## src/rtl/p_alu_if.sv

```systemverilog
// Host-side bundle for the p_alu accumulator.
interface p_alu_if #(
  parameter int DATA_W = 8
);
  // Handshake: i_p_alu_start is a level and only its rising edge seen while the
  // ALU is idle starts an operation; the keycode and operand are sampled on that
  // edge cycle. o_p_alu_busy covers the iterative cycles of * and /, and
  // o_p_alu_done pulses for exactly one cycle as the result and flag become valid.
  logic              i_p_alu_start;
  logic [3:0]        i_p_alu_op_keycode;
  logic [DATA_W:0]   i_p_alu_operand;
  logic [DATA_W:0]   o_p_alu_result;
  logic              o_p_alu_overflow_flag;
  logic              o_p_alu_busy;
  logic              o_p_alu_done;
  logic [1:0]        o_p_alu_dbg_state;

  modport master (
    output i_p_alu_start, i_p_alu_op_keycode, i_p_alu_operand,
    input  o_p_alu_result, o_p_alu_overflow_flag, o_p_alu_busy, o_p_alu_done,
    input  o_p_alu_dbg_state
  );

  modport slave (
    input  i_p_alu_start, i_p_alu_op_keycode, i_p_alu_operand,
    output o_p_alu_result, o_p_alu_overflow_flag, o_p_alu_busy, o_p_alu_done,
    output o_p_alu_dbg_state
  );
endinterface

```

## src/rtl/p_alu.sv

```systemverilog
// Sign-magnitude accumulator ALU with iterative shift-add multiply and restoring divide.
// Define P_ALU_DIV_EN to build the divider; without it '/' reports invalid in one cycle.
module p_alu #(
  parameter int DATA_W         = 8,
  parameter int MUL_DIV_CYCLES = DATA_W
) (
  input  logic   i_sys_clock,
  input  logic   i_sys_reset,
  p_alu_if.slave alu
);
  localparam int CNT_W = $clog2(MUL_DIV_CYCLES + 1);

  localparam logic [3:0] OP_ADD = 4'b0000;
  localparam logic [3:0] OP_SUB = 4'b0001;
  localparam logic [3:0] OP_MUL = 4'b0010;
  localparam logic [3:0] OP_DIV = 4'b0011;
  localparam logic [3:0] OP_AND = 4'b0101;
  localparam logic [3:0] OP_OR  = 4'b0110;
  localparam logic [3:0] OP_XOR = 4'b0111;
  localparam logic [3:0] OP_SHR = 4'b1000;
  localparam logic [3:0] OP_SHL = 4'b1001;
  localparam logic [3:0] OP_CLR = 4'b1111;

  typedef enum logic [1:0] {
    ST_IDLE = 2'd0,
    ST_EXEC = 2'd1,
    ST_DONE = 2'd2
  } state_e;

  state_e              state_q, state_d;
  logic                start_prev_q, start_prev_d;
  logic                b_sign_q, b_sign_d;
  logic [CNT_W-1:0]    cnt_q, cnt_d;
  logic [2*DATA_W-1:0] prod_q, prod_d;
  logic [DATA_W:0]     result_q, result_d;
  logic                flag_q, flag_d;
`ifdef P_ALU_DIV_EN
  logic [3:0]          op_q, op_d;
  logic [DATA_W-1:0]   dvsr_q, dvsr_d;
  logic [DATA_W-1:0]   rem_q, rem_d;
  logic [DATA_W-1:0]   quo_q, quo_d;
  logic [DATA_W:0]     div_shifted;
  logic                div_borrow;
  logic [DATA_W-1:0]   rem_step, quo_step;
`endif

  logic                start_in;
  logic [3:0]          op_in;
  logic                a_sign, b_sign_in;
  logic [DATA_W-1:0]   a_mag, b_mag_in;
  logic                accept, is_multi, last_iter;

  logic [DATA_W+1:0]   sa, sb, sum, abs_sum;
  logic [DATA_W-1:0]   sh_mag;
  logic [DATA_W:0]     sc_res;
  logic                sc_ovf, sc_upd;

  logic [DATA_W:0]     mul_hi;
  logic [2*DATA_W-1:0] prod_step;
  logic [DATA_W-1:0]   fin_mag;
  logic [DATA_W:0]     fin_res;
  logic                fin_ovf;

  assign start_in  = alu.i_p_alu_start;
  assign op_in     = alu.i_p_alu_op_keycode;
  assign b_sign_in = alu.i_p_alu_operand[DATA_W];
  assign b_mag_in  = alu.i_p_alu_operand[DATA_W-1:0];
  assign a_sign    = result_q[DATA_W];
  assign a_mag     = result_q[DATA_W-1:0];

  assign accept    = (state_q == ST_IDLE) && start_in && !start_prev_q;
  assign last_iter = (cnt_q == CNT_W'(MUL_DIV_CYCLES - 1));

  // Once the flag is set every op but clear is a one-cycle no-op.
  always_comb begin
    is_multi = 1'b0;
    if (!flag_q) begin
      if (op_in == OP_MUL) is_multi = 1'b1;
`ifdef P_ALU_DIV_EN
      if (op_in == OP_DIV) is_multi = 1'b1;
`endif
    end
  end

  // FSM: state register
  always_ff @(posedge i_sys_clock) begin
    if (i_sys_reset) state_q <= ST_IDLE;
    else             state_q <= state_d;
  end

  // FSM: next state
  always_comb begin
    state_d = state_q;
    case (state_q)
      ST_IDLE: if (accept) state_d = is_multi ? ST_EXEC : ST_DONE;
      ST_EXEC: if (last_iter) state_d = ST_DONE;
      ST_DONE: state_d = ST_IDLE;
      default: state_d = ST_IDLE;
    endcase
  end

  // FSM: outputs
  always_comb begin
    alu.o_p_alu_busy      = (state_q == ST_EXEC);
    alu.o_p_alu_done      = (state_q == ST_DONE);
    alu.o_p_alu_dbg_state = state_q;
  end

  assign alu.o_p_alu_result        = result_q;
  assign alu.o_p_alu_overflow_flag = flag_q;

  // Single-cycle ops; add/sub widen by two bits so |sum| up to 2*(2^W-1) is exact.
  always_comb begin
    sa      = a_sign    ? -{2'b00, a_mag}    : {2'b00, a_mag};
    sb      = b_sign_in ? -{2'b00, b_mag_in} : {2'b00, b_mag_in};
    sum     = (op_in == OP_SUB) ? (sa - sb) : (sa + sb);
    abs_sum = sum[DATA_W+1] ? -sum : sum;
    sh_mag  = (op_in == OP_SHL) ? (a_mag << b_mag_in) : (a_mag >> b_mag_in);
    sc_res  = result_q;
    sc_ovf  = 1'b0;
    sc_upd  = 1'b0;
    case (op_in)
      OP_ADD, OP_SUB: begin
        if (|abs_sum[DATA_W+1:DATA_W]) begin
          sc_ovf = 1'b1;
        end else begin
          sc_upd = 1'b1;
          sc_res = {sum[DATA_W+1] & (|abs_sum[DATA_W-1:0]), abs_sum[DATA_W-1:0]};
        end
      end
      OP_AND: begin sc_upd = 1'b1; sc_res = {1'b0, a_mag & b_mag_in}; end
      OP_OR:  begin sc_upd = 1'b1; sc_res = {1'b0, a_mag | b_mag_in}; end
      OP_XOR: begin sc_upd = 1'b1; sc_res = {1'b0, a_mag ^ b_mag_in}; end
      OP_SHR, OP_SHL: begin
        if (b_sign_in) begin
          sc_ovf = 1'b1;
        end else begin
          sc_upd = 1'b1;
          sc_res = {a_sign & (|sh_mag), sh_mag};
        end
      end
      OP_DIV:  sc_ovf = 1'b1;
      default: sc_upd = 1'b0;
    endcase
  end

  // One shift-add step: add multiplicand into the high half when the low bit is set, shift right.
  always_comb begin
    mul_hi    = {1'b0, prod_q[2*DATA_W-1:DATA_W]} + (prod_q[0] ? {1'b0, a_mag} : '0);
    prod_step = {mul_hi, prod_q[DATA_W-1:1]};
  end

`ifdef P_ALU_DIV_EN
  // One restoring-divide step; the remainder always stays below the divisor.
  always_comb begin
    div_shifted = {rem_q, quo_q[DATA_W-1]};
    div_borrow  = (div_shifted < {1'b0, dvsr_q});
    rem_step    = div_borrow ? div_shifted[DATA_W-1:0] : (div_shifted[DATA_W-1:0] - dvsr_q);
    quo_step    = {quo_q[DATA_W-2:0], ~div_borrow};
  end
`endif

  always_comb begin
    fin_mag = prod_step[DATA_W-1:0];
    fin_ovf = |prod_step[2*DATA_W-1:DATA_W];
`ifdef P_ALU_DIV_EN
    if (op_q == OP_DIV) begin
      fin_mag = quo_step;
      fin_ovf = (dvsr_q == '0);
    end
`endif
    fin_res = {(a_sign ^ b_sign_q) & (|fin_mag), fin_mag};
  end

  always_comb begin
    start_prev_d = start_in;
    b_sign_d     = b_sign_q;
    cnt_d        = cnt_q;
    prod_d       = prod_q;
    result_d     = result_q;
    flag_d       = flag_q;
`ifdef P_ALU_DIV_EN
    op_d         = op_q;
    dvsr_d       = dvsr_q;
    rem_d        = rem_q;
    quo_d        = quo_q;
`endif
    if (accept) begin
      b_sign_d = b_sign_in;
      cnt_d    = '0;
      prod_d   = {{DATA_W{1'b0}}, b_mag_in};
`ifdef P_ALU_DIV_EN
      op_d     = op_in;
      dvsr_d   = b_mag_in;
      rem_d    = '0;
      quo_d    = a_mag;
`endif
      if (op_in == OP_CLR) begin
        result_d = '0;
        flag_d   = 1'b0;
      end else if (!flag_q && !is_multi) begin
        if (sc_ovf)      flag_d   = 1'b1;
        else if (sc_upd) result_d = sc_res;
      end
    end else if (state_q == ST_EXEC) begin
      cnt_d  = cnt_q + CNT_W'(1);
      prod_d = prod_step;
`ifdef P_ALU_DIV_EN
      rem_d  = rem_step;
      quo_d  = quo_step;
`endif
      if (last_iter) begin
        if (fin_ovf) flag_d   = 1'b1;
        else         result_d = fin_res;
      end
    end
  end

  always_ff @(posedge i_sys_clock) begin
    if (i_sys_reset) begin
      start_prev_q <= 1'b0;
      b_sign_q     <= 1'b0;
      cnt_q        <= '0;
      prod_q       <= '0;
      result_q     <= '0;
      flag_q       <= 1'b0;
`ifdef P_ALU_DIV_EN
      op_q         <= '0;
      dvsr_q       <= '0;
      rem_q        <= '0;
      quo_q        <= '0;
`endif
    end else begin
      start_prev_q <= start_prev_d;
      b_sign_q     <= b_sign_d;
      cnt_q        <= cnt_d;
      prod_q       <= prod_d;
      result_q     <= result_d;
      flag_q       <= flag_d;
`ifdef P_ALU_DIV_EN
      op_q         <= op_d;
      dvsr_q       <= dvsr_d;
      rem_q        <= rem_d;
      quo_q        <= quo_d;
`endif
    end
  end
endmodule

```

## src/flat_wrapper.sv

```systemverilog
// flat-port wrapper written by rule: the top's interface ports become plain ports
module p_alu_flat 
#(
  parameter int DATA_W         = 8,
  parameter int MUL_DIV_CYCLES = DATA_W
)
  (i_sys_clock, i_sys_reset, alu_i_p_alu_start, alu_i_p_alu_op_keycode, alu_i_p_alu_operand, alu_o_p_alu_result, alu_o_p_alu_overflow_flag, alu_o_p_alu_busy, alu_o_p_alu_done, alu_o_p_alu_dbg_state);
  p_alu_if #(.DATA_W(DATA_W)) alu_i ();
  input  logic i_sys_clock;
  input  logic i_sys_reset;
  input wire logic [$bits(alu_i.i_p_alu_start)-1:0] alu_i_p_alu_start;
  input wire logic [$bits(alu_i.i_p_alu_op_keycode)-1:0] alu_i_p_alu_op_keycode;
  input wire logic [$bits(alu_i.i_p_alu_operand)-1:0] alu_i_p_alu_operand;
  output wire logic [$bits(alu_i.o_p_alu_result)-1:0] alu_o_p_alu_result;
  output wire logic [$bits(alu_i.o_p_alu_overflow_flag)-1:0] alu_o_p_alu_overflow_flag;
  output wire logic [$bits(alu_i.o_p_alu_busy)-1:0] alu_o_p_alu_busy;
  output wire logic [$bits(alu_i.o_p_alu_done)-1:0] alu_o_p_alu_done;
  output wire logic [$bits(alu_i.o_p_alu_dbg_state)-1:0] alu_o_p_alu_dbg_state;
  assign alu_i.i_p_alu_start = alu_i_p_alu_start;
  assign alu_i.i_p_alu_op_keycode = alu_i_p_alu_op_keycode;
  assign alu_i.i_p_alu_operand = alu_i_p_alu_operand;
  assign alu_o_p_alu_result = alu_i.o_p_alu_result;
  assign alu_o_p_alu_overflow_flag = alu_i.o_p_alu_overflow_flag;
  assign alu_o_p_alu_busy = alu_i.o_p_alu_busy;
  assign alu_o_p_alu_done = alu_i.o_p_alu_done;
  assign alu_o_p_alu_dbg_state = alu_i.o_p_alu_dbg_state;
  p_alu #(.DATA_W(DATA_W), .MUL_DIV_CYCLES(MUL_DIV_CYCLES)) u_core (.i_sys_clock(i_sys_clock), .i_sys_reset(i_sys_reset), .alu(alu_i));
endmodule
```

## config.mk

```make
export PLATFORM = sky130hd
export DESIGN_NAME = p_alu_flat
export DESIGN_NICKNAME = d
export VERILOG_FILES = /design/src/rtl/p_alu_if.sv /design/src/rtl/p_alu.sv /design/src/flat_wrapper.sv
export SDC_FILE = /design/constraint.sdc
export NUM_CORES = 1
export LEC_CHECK = 0
export CORE_AREA = 2 2 117 119
export CTS_CLUSTER_DIAMETER = 30
export DETAILED_ROUTE_END_ITERATION = 10
export DIE_AREA = 0 0 119 121
export DONT_BUFFER_PORTS = 1
export SLEW_MARGIN = 20
export SYNTH_ARGS = -nofsm -noshare
export SYNTH_HDL_FRONTEND = slang
export SYNTH_SLANG_ARGS = --single-unit
export TNS_END_PERCENT = 50
```

## constraint.sdc

```tcl
create_clock -name i_sys_clock -period 5.5 [get_ports i_sys_clock]
set_input_delay 1.1 -clock i_sys_clock [delete_from_list [all_inputs] [get_ports i_sys_clock]]
set_output_delay 1.1 -clock i_sys_clock [all_outputs]
set_load 0.01 [all_outputs]
```

======== Word-level counts from Yosys, hierarchy flattened ========
Cells that the tools add are included.
storage, ports and cells
  register bits after elaboration ......... 34
  output and inout bits ................... 14
cells by class
  add/subtract/negate cells ............... 7
  eq/ne operators ......................... 22
  shift operators ......................... 2
  multiplexer cells ....................... 38
  bitwise operators ....................... 7
  reductions and logical operators ........ 23
operator list
  kind                                            count
  2-to-1 mux 9 bit                                10
  case mux 9 bit (5 select lines)                 1
  2-to-1 mux 10 bit                               4
  2-to-1 mux 8 bit                                4
  OR reduction 8 bit                              4
  negator 8 -> 10 bit                             2
  == test 4 x 3 -> 1 bit (second input constant)  4
  2-to-1 mux 1 bit                                13
  == test 4 bit (second input constant)           3
  != test 3 bit (second input constant)           4
  adder 10 bit                                    1
  negator 10 bit                                  1
  subtractor 10 bit                               1
  adder 8 x 8 -> 9 bit                            1
  AND reduction 9 bit                             1
  bitwise AND 8 bit                               1
  == test 4 x 2 -> 1 bit (second input constant)  2
  != test 4 bit (second input constant)           2
  OR 8 bit                                        1
  OR reduction 2 bit                              4
  << shifter 8 x 8 -> 8 bit                       1
  right shift 8 x 8 -> 8 bit                      1
  bitwise XOR 8 bit                               1
  != test 7 bit (second input constant)           1
  other kinds (18)                                31

======== Logic depth before layout (Yosys ltp) ========
  depth in word-level cells ............... 15
  gate-level depth with buffers ........... 22
  depth with buffers taken out ............ 18

======== Worst setup path after synthesis ========
No wires, ideal clock.
  path type ............................... in2reg
  start point ............................. input port alu_i_p_alu_operand[0]
  end point ............................... register u_core.result_q[0], in the netlist u_core.alu.o_p_alu_result[0]
  library setup time ...................... 0.123 ns
  arrival ................................. 5.440 ns
  required time ........................... 5.377 ns
  slack ................................... -0.064 ns
  cell stages on the path ................. 20
  path buffers ............................ 3
  cell sequence ........................... buf_2 clkbuf_1 inv_1 ha_1 or4bb_1 o211ai_1 nor4b_1 nor2_1 xnor2_1 ha_1 and3_1 a211oi_1 xnor2_1 nor3_1 nor2b_1 o21a_1 o31ai_2 a21o_1 buf_6 mux2_1
between the ends
  word-level cells in the longest chain between the ends .. 13
ends and longest elaborated chain
  item                                                      line                RTL
  from (decl)                                               flat_wrapper.sv:13  input wire logic [$bits(alu_i.i_p_alu_operand)-1:0] alu_i_p_alu_operand;
  negator 8 -> 10 bit                                       p_alu.sv:115        sb = b_sign_in ? -{2'b00, b_mag_in} : {2'b00, b_mag_in};
  2-to-1 mux 10 bit                                         p_alu.sv:115
  adder 10 bit / subtractor 10 bit (equally long branches)  p_alu.sv:116        sum = (op_in == OP_SUB) ? (sa - sb) : (sa + sb);
  2-to-1 mux 10 bit                                         p_alu.sv:116
  negator 10 bit                                            p_alu.sv:117        abs_sum = sum[DATA_W+1] ? -sum : sum;
  2-to-1 mux 10 bit                                         p_alu.sv:117
  2-to-1 mux 9 bit                                          p_alu.sv:124        if (|abs_sum[DATA_W+1:DATA_W]) begin
  case mux 9 bit (5 select lines)                           p_alu.sv:122        case (op_in)
  2-to-1 mux 9 bit                                          p_alu.sv:203        else if (sc_upd) result_d = sc_res;
  2-to-1 mux 9 bit                                          p_alu.sv:202        if (sc_ovf) flag_d = 1'b1;
  2-to-1 mux 9 bit                                          p_alu.sv:201        end else if (!flag_q && !is_multi) begin
  2-to-1 mux 9 bit                                          p_alu.sv:198        if (op_in == OP_CLR) begin
  2-to-1 mux 9 bit                                          p_alu.sv:188        if (accept) begin
  to (signal assigned)                                      p_alu.sv:238        result_q <= result_d;
  to (decl)                                                 p_alu.sv:35         logic [DATA_W:0] result_q, result_d;
Several ways; a longest one is shown, not always the timed one. The select of a mux whose other input is x is not followed.
A chain may end at the register's enable or synchronous reset.

======== Worst setup path after layout ========
Same ends and word-level chain as after synthesis.

==> results.toml <==
[run_status]
status = "finished clean"

[worst_setup_path]
crit_type = "input port to flop"
critical-path-slowest-cell = "nor4b_1"
crit_path_start_kind = "input port"
r2r_start = "u_core.alu.o_p_alu_result[1]"
slowest_delay_ps = 500
cp.required_ps = 5670
cp-endpoint = "u_core.alu.o_p_alu_result[0]"
critPathLaunch = "alu_i_p_alu_operand[0]"
reg2reg_slack_ps = 1230
critPathMaxFanout = 31
r2r_cells = 15
arrival_ps = 5370
worstReg2RegEnd = "u_core.alu.o_p_alu_result[0]"
critical_path.cell_chain = "inv_1 > ha_1 > nor3b_1 > o211ai_1 > nor4b_1 > nor2_1 > xnor2_1 > ha_1 > and3_1 > a211oi_1 > xnor2_1 > nor3_1 > nor2b_1 > o21a_1 > o41ai_2 > a21o_1 > mux2_1"
end_kind = "flop"

[place]
dp.cells = 760
gp_congestion = 0.9844
io_buffers = 0
hpwl_um = 10760
placed_area_um2 = 4657

[synth]
synth_commonest_cells = "67 x nand2_1, 42 x a21oi_1, 42 x nor2_1"
syn_nets = 671
synthTopCellsByArea = "dfxtp_1 15%, ha_1 11%, nand2_1 5.6%, xnor2_1 5.4%, a21oi_1 4.7%"
synth_mux_area_share_pct = 7.161
ys_ff_latch = 34
synth_area_um2 = 4508
synth_top_area_share_pct = 15.10
synth_top_flop_cell = "dfxtp_1"
synth_warnings = 0
yosysTopAreaCell = "dfxtp_1"
synth_edf_count = 0
yosysUniqueCellTypes = 69
synth_async_sr_flop_share_pct = 0
avgSynthCellArea_um2 = 7.354
synth_xor_xnor_area_share_pct = 8.160
synthSimpleGateAreaFrac_pct = 23.29
syn_inst = 613
synth_top_family_by_area = "compound AO/OA/AOI/OAI gates"
synthAdderAreaFrac_pct = 11.99
synth_compound_area_share_pct = 27.06
ys_seq_area_share_pct = 15.10
synth.most_common_cell = "nand2_1"

[timing]
tightest_slew_ps = 819.9
fin_tns_setup_ps = 0
setup_viol = 0
fin_crit_ps = 5208
hold_slack_ps = 468.7
relSlewSlack_pct = 45.28
fin_skew_ps = 4.609
fmax_ghz = 0.1920
min_period_over_period_pct = 94.69
hold_viol = 0
rsz0062_at_grt = "no"
drv_slew = 0

[route]
dr_wl_met3_um = 803
via_per_inst = 5.819
m1WireLength_um = 6141
post_drt_wl_per_cell_um = 18.46
wl_um = 14160
wl_met2_um = 6877
route.top_layer_used = "met4"
final_antenna_net_count = 0
initialDrtViolationCount = 344
drc_errors = 0
first_pass_iters = 5
vias = 4463

[clock_network]
clockBufferDepth = 2
h-tree-depth = 2
post_cts_buffers = 0
cts_buffers = 5
worstSkewPairLatency_ps = 280
clockRootBuffer = "clkbuf_16"
clock-sinks = 34
path_clk_slew_ps = 50
ctsHoldBuffers = 0
post_cts_resized = 0
tritoncts = "yes"

[floorplanning]
ios = 30
die_area_um2 = 14400
initial_core_util_pct = 34.45
die_y_um = 121
rows = 42
die_w_um = 119
coreArea_um2 = 13090

[cells_and_area]
drive_gt1_share_pct = 6.599
n_antenna_cell = 0
area_growth_pct = 6.328
layout.cells.non_filler = 767
nNetsFinal = 649
final_cell_area_um2 = 4793

[pwr]
worst_ir_drop_vdd_uv = 98.75
leakagePower_uw = 0.001898
power_density_nw_per_um2 = 203.6

[run]
drv_cap = 0

[min_path]
min_path_type = "flop to flop"

[global_routing]
antenna_found_initial = 0
grt_pass1_vias = 4248
grt_start_max_net_pins = 32
grt_remaining_overflow = 0
grt_pass1_wl_um = 22590
grt_usage_pct = 19.64
[how the worst min path moves through the flow]
stage | from | endpoint | cells after the start
floorplan | u_core.prod_q[10] | u_core.prod_q[10] | 2
global placement | u_core.prod_q[14] | u_core.prod_q[14] | 2
detailed placement | u_core.prod_q[14] | u_core.prod_q[14] | 2
CTS | u_core.prod_q[14] | u_core.prod_q[14] | 2
global route | u_core.prod_q[11] | u_core.prod_q[11] | 2
finish | u_core.prod_q[14] | u_core.prod_q[14] | 2
[cell families (layout without fill, tap and decap cells)]
kind of cell               count (synthesis)  in the layout
and+or+nand+nor                          209            209
AOI/OAI and AO/OA                        179            179
buffers and inverters                     83             61
adders and majority gates                 42             42
xor gates and xnor gates                  42             42
DFF                                       34             34
muxes                                     24             24
[metrics by stage]
| stage | utilization, % | setup slack [ps] | total power [µW] |
|---|---|---|---|
| 2_1_floorplan | - | 75.14 | 626.5 |
| 3_3_place_gp | 35.59 | 139.5 | 702.7 |
| 3_5_place_dp | 35.59 | 61.23 | 709.8 |
| 4_1_cts | 36.63 | 315.5 | 975.4 |
| 5_1_grt | 36.63 | 33.05 | 1038 |
| 6_report | 36.63 | 292.1 | 976.2 |
[routing by layer]
metal	up-vias	global-route usage, %
li1	2168	-
met1	2125	24.99
met2	147	34.38
met3	23	2.397
met4	0	6.548
met5	-	0
[sequential cells by signal, indices dropped and copies added, names as in the netlist]
signal                            flops
u_core.start_prev_q                   1
u_core.alu.o_p_alu_result             9
u_core.cnt_q                          4
u_core.prod_q                        16
u_core.alu.o_p_alu_overflow_flag      1
u_core.b_sign_q                       1
u_core.alu.o_p_alu_dbg_state          2
[worst max-delay path: cells and delay by family]
kind            cells  cell delay (ps)
xor+xnor            2              420
buf+inv             1              130
fa+ha+maj           2              560
mux                 1              350
compound gates      5             1470
simple gates        6             1330
[cells in the final DEF, fill, tap and decap left out, types with 15 or more instances in the layout]
cell type,n
xnor2_1,28
inv_1,39
ha_1,40
nand2_1,67
a21oi_1,42
o21ai_0,32
a211oi_1,15
nor2_1,42
a22oi_1,17
dfxtp_1,34
[area by class of cell]
| cell class | instances | area (µm²) |
|---|---|---|
| sequential | 34 | 680.7 |
| fill | 1379 | 8292 |
| tap | 176 | 220.2 |
| multi-input combinational | 496 | 3501 |
| clock buffer | 6 | 128.9 |
| inverter | 40 | 150.1 |
| clock inverter | 1 | 7.507 |
| timing repair buffer | 14 | 105.1 |
[power breakdown]
group	internal, µW	switching (µW)
Sequential	258	19.0
Clock	165	99.3
Combinational	180	255
Note: power is estimated with default switching activity, not from simulation.
